`config.mk`:
```
export PLATFORM = sky130hd
export DESIGN_NAME = mux16_rr_arbiter
export DESIGN_NICKNAME = d
export VERILOG_FILES = /design/src/rtl/mux16_rr_arbiter_pkg.sv /design/src/rtl/mux16_rr_arbiter_pick.sv /design/src/rtl/mux16_rr_arbiter.sv
export SDC_FILE = /design/constraint.sdc
export NUM_CORES = 1
export LEC_CHECK = 0
export ABC_AREA = 1
export CAP_MARGIN = 0
export CELL_PAD_IN_SITES_DETAIL_PLACEMENT = 2
export CELL_PAD_IN_SITES_GLOBAL_PLACEMENT = 2
export CORE_ASPECT_RATIO = 0.7
export CORE_MARGIN = 8
export CORE_UTILIZATION = 23
export DETAILED_ROUTE_END_ITERATION = 12
export PLACE_DENSITY = 0.92
export SLEW_MARGIN = 20
export SYNTH_ARGS = -nofsm -noshare
export SYNTH_HDL_FRONTEND = slang
export SYNTH_HIERARCHICAL = 1
export SYNTH_SLANG_ARGS = --single-unit
export TNS_END_PERCENT = 100
```
`constraint.sdc`:
```
create_clock -name clk -period 3.5 [get_ports clk]
set_clock_uncertainty 0.15 [all_clocks]
set_input_delay 0.525 -clock clk [delete_from_list [all_inputs] [get_ports clk]]
set_output_delay 0.525 -clock clk [all_outputs]
set_load 0.02 [all_outputs]
```
`src/rtl/mux16_rr_arbiter_pkg.sv`:
```
// Shared definitions for the 16:1 round-robin arbiter slice.
//   N_REQ      : number of requesters sharing the output channel
//   SEL_W      : width of the mux select / requester index
//   state_t    : arbiter state (IDLE, XFER)
//   hold_cnt_w : width of the per-grant transfer counter for a given MAX_HOLD
package mux16_rr_arbiter_pkg;

    localparam int N_REQ = 16;
    localparam int SEL_W = 4;

    typedef enum logic {
        IDLE = 1'b0,
        XFER = 1'b1
    } state_t;

    // Counter must be able to hold the value MAX_HOLD itself.
    function automatic int hold_cnt_w(input int max_hold);
        return (max_hold < 1) ? 1 : $clog2(max_hold + 1);
    endfunction

endpackage

```
`src/rtl/mux16_rr_arbiter_pick.sv`:
```
// rr_pick16: combinational round-robin priority pick.
//   req   : request vector, one bit per requester
//   ptr   : index with highest priority this round
//   found : any request pending
//   idx   : first requester with req set, scanning ptr, ptr+1, ... wrapping 15->0
module rr_pick16
    import mux16_rr_arbiter_pkg::*;
(
    input  logic [N_REQ-1:0] req,
    input  logic [SEL_W-1:0] ptr,
    output logic             found,
    output logic [SEL_W-1:0] idx
);

    logic [N_REQ-1:0] rot;
    logic [SEL_W-1:0] off;

    always_comb begin
        // Rotating the doubled vector puts requester ptr at bit 0, so a
        // plain lowest-set-bit search gives the offset from ptr.
        rot   = N_REQ'({req, req} >> ptr);
        found = |req;
        off   = '0;
        for (int i = N_REQ - 1; i >= 0; i--) begin
            if (rot[i]) begin
                off = SEL_W'(i);
            end
        end
        // Index arithmetic wraps naturally in SEL_W bits.
        idx = ptr + off;
    end

endmodule

```
`src/rtl/mux16_rr_arbiter.sv`:
```
// mux16_rr_arbiter: round-robin arbiter/sequencer sharing one DATA_W-bit
// output channel among 16 requesters, with bursts bounded by MAX_HOLD.
//   clk, rst_n : clock, synchronous active-low reset
//   req        : per-requester request, held with stable data until ack
//   data_in    : packed payloads, requester i at [i*DATA_W +: DATA_W]
//   grant      : one-hot current owner, zero when idle
//   select     : index of the current owner (16-way mux select)
//   out_data   : payload of the current owner
//   out_valid  : transfer offered downstream
//   out_ready  : downstream accepts when high together with out_valid
//   ack        : one-hot pulse for the requester whose transfer was accepted
//   busy       : high while a grant is active
module mux16_rr_arbiter
    import mux16_rr_arbiter_pkg::*;
#(
    parameter int DATA_W   = 2,
    parameter int MAX_HOLD = 4
) (
    input  logic                    clk,
    input  logic                    rst_n,
    input  logic [N_REQ-1:0]        req,
    input  logic [N_REQ*DATA_W-1:0] data_in,
    output logic [N_REQ-1:0]        grant,
    output logic [SEL_W-1:0]        select,
    output logic [DATA_W-1:0]       out_data,
    output logic                    out_valid,
    input  logic                    out_ready,
    output logic [N_REQ-1:0]        ack,
    output logic                    busy
);

    localparam int                HOLD_W   = hold_cnt_w(MAX_HOLD);
    localparam logic [HOLD_W-1:0] LAST_CNT = HOLD_W'(MAX_HOLD - 1);

    state_t            state, state_nx;
    logic [SEL_W-1:0]  ptr, ptr_nx;
    logic [SEL_W-1:0]  sel, sel_nx;
    logic [HOLD_W-1:0] hold_cnt, hold_cnt_nx;
    logic              found;
    logic [SEL_W-1:0]  pick_idx;
    logic              in_xfer;
    logic              handshake;

    rr_pick16 u_pick (
        .req   (req),
        .ptr   (ptr),
        .found (found),
        .idx   (pick_idx)
    );

    assign in_xfer = (state == XFER);

    // Outputs: decoded from registered state; only out_valid/ack see req.
    // rst_n gates the offer so no transfer can be accepted on a reset edge.
    always_comb begin
        grant     = '0;
        select    = '0;
        out_data  = '0;
        out_valid = 1'b0;
        busy      = 1'b0;
        if (in_xfer) begin
            grant     = N_REQ'(1) << sel;
            select    = sel;
            out_data  = data_in[sel*DATA_W +: DATA_W];
            out_valid = req[sel] & rst_n;
            busy      = 1'b1;
        end
        handshake = out_valid & out_ready;
        ack       = handshake ? grant : '0;
    end

    // Next-state: a grant ends on withdrawal or on the MAX_HOLD-th transfer,
    // and always hands priority to the requester after the owner.
    always_comb begin
        state_nx    = state;
        ptr_nx      = ptr;
        sel_nx      = sel;
        hold_cnt_nx = hold_cnt;
        case (state)
            IDLE: begin
                if (found) begin
                    sel_nx      = pick_idx;
                    hold_cnt_nx = '0;
                    state_nx    = XFER;
                end
            end
            XFER: begin
                if (!req[sel]) begin
                    state_nx    = IDLE;
                    ptr_nx      = sel + SEL_W'(1);
                    hold_cnt_nx = '0;
                end else if (handshake) begin
                    if (hold_cnt == LAST_CNT) begin
                        state_nx    = IDLE;
                        ptr_nx      = sel + SEL_W'(1);
                        hold_cnt_nx = '0;
                    end else begin
                        hold_cnt_nx = hold_cnt + HOLD_W'(1);
                    end
                end
            end
            default: state_nx = IDLE;
        endcase
    end

    always_ff @(posedge clk) begin
        if (!rst_n) begin
            state    <= IDLE;
            ptr      <= '0;
            sel      <= '0;
            hold_cnt <= '0;
        end else begin
            state    <= state_nx;
            ptr      <= ptr_nx;
            sel      <= sel_nx;
            hold_cnt <= hold_cnt_nx;
        end
    end

endmodule

```
==> results of run 1 <==
## flip-flops by register name, summed over array words and instances, names as in the netlist
signal    cells
hold_cnt      3
in_xfer       1
ptr           4
sel           4
## power by group
part	total (W)	leakage [nW]	switching (W)	internal, W
sequential	0.000271	0.0994	0.0000825	0.000188
clock	0.000214	0.0370	0.0000647	0.000149
combinational	0.00311	1.86	0.00198	0.00113
total	0.00360	1.99	0.00213	0.00147
## layout make-up
cell class,count,area share (%)
sequential,12,5.89
antenna,1,0.0605
inverter,52,5.11
timing repair buffer,139,30.4
multi-input combinational,379,51.9
clock buffer,3,1.81
tap,157,4.75
## kinds of logic (layout without fill, tap and decap cells)
| logic type | count (synthesis) | after routing | synth area share [%] |
|---|---|---|---|
| AO/OA/AOI/OAI | 64 | 64 | 14.0 |
| flip-flops | 12 | 12 | 8.94 |
| adder cells (fa/ha/maj) | 11 | 11 | 5.40 |
| buffers and inverters | 79 | 194 | 14.6 |
| other | 0 | 1 | 0 |
| XOR/XNOR | 4 | 4 | 1.30 |
| AND/OR/NAND/NOR | 300 | 300 | 55.7 |
## path summary, 6_finish.rpt
kind,endpoint,startpoint,depth (start not counted)
max,sel[3],ptr[1],19
min,hold_cnt[1],hold_cnt[1],2
max reg2reg,sel[3],ptr[1],19
min reg2reg,hold_cnt[1],hold_cnt[1],2
## routing by layer
metal | track usage, % | vias to the layer above | wire [um]
li1 | - | 1775 | -
met1 | 21.6 | 1875 | 6630
met2 | 35.1 | 91 | 8040
met3 | 2.89 | 14 | 585
met4 | 4.29 | 0 | 157
met5 | 0 | - | 0
## tightest hold or removal path: stages (launching register included)
cell and delay [ns]:
dfxtp_1 0.32, nand3_1 0.08, a21oi_1 0.06
## synthesized netlist by cell type (7+ instances only)
| cell | n |
|---|---|
| inv_1 | 44 |
| o21ai_0 | 33 |
| nand2_4 | 8 |
| a21oi_1 | 11 |
| dfxtp_1 | 12 |
| nand3_1 | 72 |
| nor3_1 | 7 |
| nand3_2 | 17 |
| nor2_1 | 54 |
| o221ai_1 | 7 |
| clkbuf_1 | 10 |
| nor3_2 | 10 |
| nand2_1 | 117 |
| ha_1 | 10 |
## stage by stage
stage / hold slack [ns] / TNS, ns / cells
floorplan: 0.285 / 0 / 470
global placement: 0.338 / -0.389 / 733
detailed placement: 0.350 / -2.83 / 733
CTS: 0.357 / -0.0202 / 737
global route: 0.382 / -0.220 / 743
finish: 0.353 / 0 / 743
## what timing repair did
action | CTS | global route
setup buffers | 1 | 5
hold endpoints to repair | 0 | 0
setup endpoints to repair | 19 | 3
pin swaps | 2 | 7
gates resized for setup | 40 | 43
==> impl_metrics.yaml, run 1 <==
route:
  firstDrtPassIters: 4
  drc: 0
  routed_wl_um: 15400
  dr.first_iter.drc_count: 172
  ant_nets: 0
  vias_per_cell: 5.05
  wl_per_cell_um: 20.7
  vias: 3755
yosys:
  ys_seq_area_share_pct: 8.94
  synth_edf_count: 0
  synthArstFlopShare_pct: 0
  yosysUniqueCellTypes: 40
  synth_area_leaders: "nand2_1, nand3_1, dfxtp_1"
  yosysTopAreaCell: "nand2_1"
  ys_seq_elements: 12
  synthesis.area_um2: 2690
  synth_nets: 532
  syn_inst: 470
  ys.flop_type: "dfxtp_1"
  synth.top_cell.area_share_pct: 16.3
  syn_area_per_cell_um2: 5.72
  yosysWarnings: 6
clock_network:
  cts_tree: "built"
  cts_root_buffer: "clkbuf_16"
  insertion_delay_ns: 0.24
  cts_buffers: 3
  ctsLongestPathBuffers: 2
  cts.reportedPaths.clkPinSlew_ns: 0.05
  htreeDepth: 1
  clock-sinks: 12
  cts_hold_repair.buffers: 0
global_routing:
  antenna_found_initial: 1
  grt_max_degree: 28
  grtUsageTotal_pct: 18.6
  grt_pass1_vias: 4361
  grt_pass1_wl_um: 23500
  gr-total-overflow: 0
sta:
  min_period_ns: 3.50
  fmax_ghz: 0.286
  tightest_slew_ns: 1.09
  setup_slack_ns: 0.00467
  slew_viol_final: 0
  final-setup-viol-count: 0
  slew_headroom_pct: 26.6
  finalCritPeriodShare_pct: 99.9
  hold_viol_final: 0
cells_and_area:
  nFillCells: 1412
  drive_above_1_share_pct: 23.6
  final_area_um2: 4140
  final_nets: 649
  area_growth_pct: 54.1
  multiInputGateArea_um2: 2150
  final_common_cell: "nand2_1"
  sequential_cell_area_um2: 244
  fin_util_pct: 35.8
  final_cell_mix: "nand2_1, nand3_1, clkdlybuf4s50_1, nor2_1, buf_4"
worst_setup_path:
  path_max_fanout: 14
  cpMaxStageDelayCell: "dfxtp_1"
  reg2reg_setup_slack_ns: 0.005
  arrival_ns: 3.51
  path_class: "reg -> reg"
  cp-end-kind: "register"
  required_ns: 3.52
  cp_cell_sequence: "buf_6 -> nand3_1 -> nand3_2 -> buf_4 -> buf_4 -> nand2_1 -> o21ai_1 -> inv_1 -> nor2_1 -> nand2_1 -> a21oi_1 -> nor2_1 -> ha_1 -> a21oi_1 -> nand2_1 -> xor2_1 -> xnor2_1 -> o21ai_1 -> a21oi_1"
  start_kind: "register"
  slowest_delay_ns: 0.44
  critPathTopFamily: "simple AND/OR/NAND/NOR gates"
  critPathBufInv: 4
placed_design:
  place.gp.congestion: 0.827
  pre_cts_ws_ns: -0.467
  post_dp_cell_area_um2: 3920
  post-dp-hpwl_um: 12100
  portBuffers: 90
pwr:
  power_w: 0.00360
  powerDensity_nw_per_um2: 869
  vdd_drop_max_uv: 260
  cellLeakagePower_nw: 1.99
die:
  die_h_um: 106
  chipWidth_um: 145
  pin_count: 91
  rows: 33
  initial_utilization_pct: 23.2
  coreArea_um2: 11600
  die_area_um2: 15400
outcome:
  status: "complete, no violations"
flow_run:
  max-cap-violations: 0
worst_hold_path:
  hp-class: "reg -> reg"
(Power assumes the default switching activity.)
==> run 2: changes to the inputs <==
--- a/config.mk
+++ b/config.mk
@@ -14,7 +14,6 @@
 export CORE_UTILIZATION = 23
 export DETAILED_ROUTE_END_ITERATION = 12
 export PLACE_DENSITY = 0.92
-export SLEW_MARGIN = 20
 export SYNTH_ARGS = -nofsm -noshare
 export SYNTH_HDL_FRONTEND = slang
 export SYNTH_HIERARCHICAL = 1
==> results of run 2 <==
No change in the layout: final DEF, timing and power equal those of run 1.
==> run 3: changes to the inputs <==
--- a/config.mk
+++ b/config.mk
@@ -10,9 +10,10 @@
 export CELL_PAD_IN_SITES_DETAIL_PLACEMENT = 2
 export CELL_PAD_IN_SITES_GLOBAL_PLACEMENT = 2
 export CORE_ASPECT_RATIO = 0.7
-export CORE_MARGIN = 8
+export CORE_MARGIN = 5
 export CORE_UTILIZATION = 23
 export DETAILED_ROUTE_END_ITERATION = 12
+export GPL_TIMING_DRIVEN = 0
 export PLACE_DENSITY = 0.92
 export SYNTH_ARGS = -nofsm -noshare
 export SYNTH_HDL_FRONTEND = slang
==> run 3 against run 2 <==
Via count decreased by 5.1%. Critical path type is now reg -> out. Critical path depth down 6. Die area is 9.5% lower. Hold slack better by 0.0031 ns. Critical endpoint is now ack[4]. Fmax rose by 5.0%. Global-route usage increased by 0.20 points. Utilization is 1.5 points lower.
==> impl_metrics.yaml, run 3 (synthesis results as in run 1) <==
route:
  ant_nets: 0
  wl_per_cell_um: 18.5
  routed_wl_um: 13400
  dr.first_iter.drc_count: 146
  vias: 3564
  vias_per_cell: 4.92
  firstDrtPassIters: 4
  drc: 0
cells_and_area:
  diodes: 0
  final_cell_mix: "nand2_1, nand3_1, clkdlybuf4s50_1, nor2_1, inv_1"
  final_area_um2: 3960
  final_common_cell: "nand2_1"
  reg_top3: "ptr: 4 flops, sel: 4 flops, hold_cnt: 3 flops"
  fin_util_pct: 34.3
  instances_no_fill: 724
  final_nets: 630
  area_growth_pct: 47.5
  drive_above_1_share_pct: 17.5
  nFillCells: 1446
die:
  pin_count: 91
  die_h_um: 100
  coreArea_um2: 11600
  die_area_um2: 14000
  chipWidth_um: 139
  initial_utilization_pct: 23.2
  rows: 33
clock_network:
  cts.reportedPaths.clkPinSlew_ns: 0.05
  insertion_delay_ns: 0.24
  cts_buffers: 3
  cts_tree: "built"
  htreeDepth: 1
  ctsLongestPathBuffers: 2
  cts_root_buffer: "clkbuf_16"
  clock-sinks: 12
sta:
  min_period_ns: 3.33
  tightest_slew_ns: 0.961
  slew_viol_final: 0
  rsz0062_at_grt: "true"
  fmax_ghz: 0.300
  fin_hold_ws_ns: 0.356
  hold_viol_final: 0
  slew_headroom_pct: 35.1
  final-setup-viol-count: 0
  finalCritPeriodShare_pct: 95.1
global_routing:
  grtUsageMet1_pct: 25.6
  grtUsageTotal_pct: 18.8
  antenna_found_initial: 0
  use_met2_pct: 33.8
  met3_usage_pct: 2.19
  gr-total-overflow: 0
  grt_pass1_wl_um: 21800
  gr-max-usage-layer: "met2"
  grt_max_degree: 21
  grt_pass1_vias: 4042
placed_design:
  portBuffers: 90
  post_dp_cell_area_um2: 3780
  post-dp-hpwl_um: 11300
  place.gp.congestion: 0.844
  dp_cells: 717
worst_setup_path:
  cp-end-kind: "primary output"
  path_max_fanout: 20
  required_ns: 2.82
  arrival_ns: 2.65
  r2r_start: "ptr[2]"
  start_kind: "register"
  critical_path.startpoint: "sel[0]"
  path_class: "reg -> out"
flow_run:
  max-cap-violations: 0
pwr:
  powerDensity_nw_per_um2: 839
  cellLeakagePower_nw: 1.85
  vdd_drop_max_uv: 242
worst_hold_path:
  hp-class: "reg -> reg"
  min_from: "hold_cnt[1]"
outcome:
  status: "complete, no violations"
==> run 3: cell count changes in the layout (fill, tap and decap cells not counted), moves of 6 or more <==
| cell | previous run | this run |
|---|---|---|
| nand2_2 | 14 | 8 |
| clkbuf_1 | 0 | 7 |
| buf_4 | 45 | 6 |
| nand3_2 | 29 | 18 |
| nand3_1 | 60 | 71 |
| nand2_1 | 109 | 115 |
==> run 3: worst max-delay path: stages (launching register included) <==
cell,delay [ns]
dfxtp_1,0.44
buf_6,0.19
inv_4,0.07
buf_6,0.17
nand2_2,0.07
nand3_2,0.08
nand3_2,0.09
nand3_2,0.08
nand2_4,0.11
inv_2,0.07
nor2_4,0.11
nand2_4,0.09
nor3_1,0.17
clkdlybuf4s50_1,0.66
==> run 3: per-stage QoR <==
stage	setup WS [ns]	setup TNS [ns]	power, W
5_1_grt	-0.0389	-0.0435	0.00363
4_1_cts	0.000540	0	0.00314
6_report	0.171	0	0.00332
3_3_place_gp	-0.245	-0.906	0.00267
3_5_place_dp	-0.431	-2.01	0.00287
2_1_floorplan	0.617	0	0.00203
==> run 3: path summary, 6_finish.rpt <==
kind	endpoint	depth (start not counted)	slack (ns)
setup / recovery	ack[4]	13	0.17
hold / removal	hold_cnt[1]	2	0.36
setup reg to reg	sel[2]	24	0.24
hold reg to reg	hold_cnt[1]	2	0.36
==> run 3: cell type report <==
type	count	area (um2)	area share (%)
Timing Repair Buffer	94	908	22.9
Tap cell	157	196	4.96
Clock buffer	4	88.8	2.24
Sequential cell	12	246	6.22
Multi-Input combinational cell	379	2100	53.0
Inverter	52	211	5.34
Buffer	26	210	5.31
==> run 3: power breakdown <==
part           internal, W  total (W)  switching, W  leakage [nW]
clock             0.000173   0.000240     0.0000665        0.0442
sequential        0.000190   0.000258     0.0000670         0.100
combinational     0.000984    0.00283       0.00184          1.71
==> run 3: repair_timing <==
action                                  CTS  global route
hold buffers                              0             0
gates resized for setup                  26            42
endpoints found under the setup margin   15            11
pin swaps                                 0             4
setup buffers                             0             4
==> run 3: layer usage <==
layer,vias to the layer above,part of all wire (%)
met1,1768,49
met3,2,2.5
met2,49,49
met5,-,0
li1,1745,-
met4,0,0.11
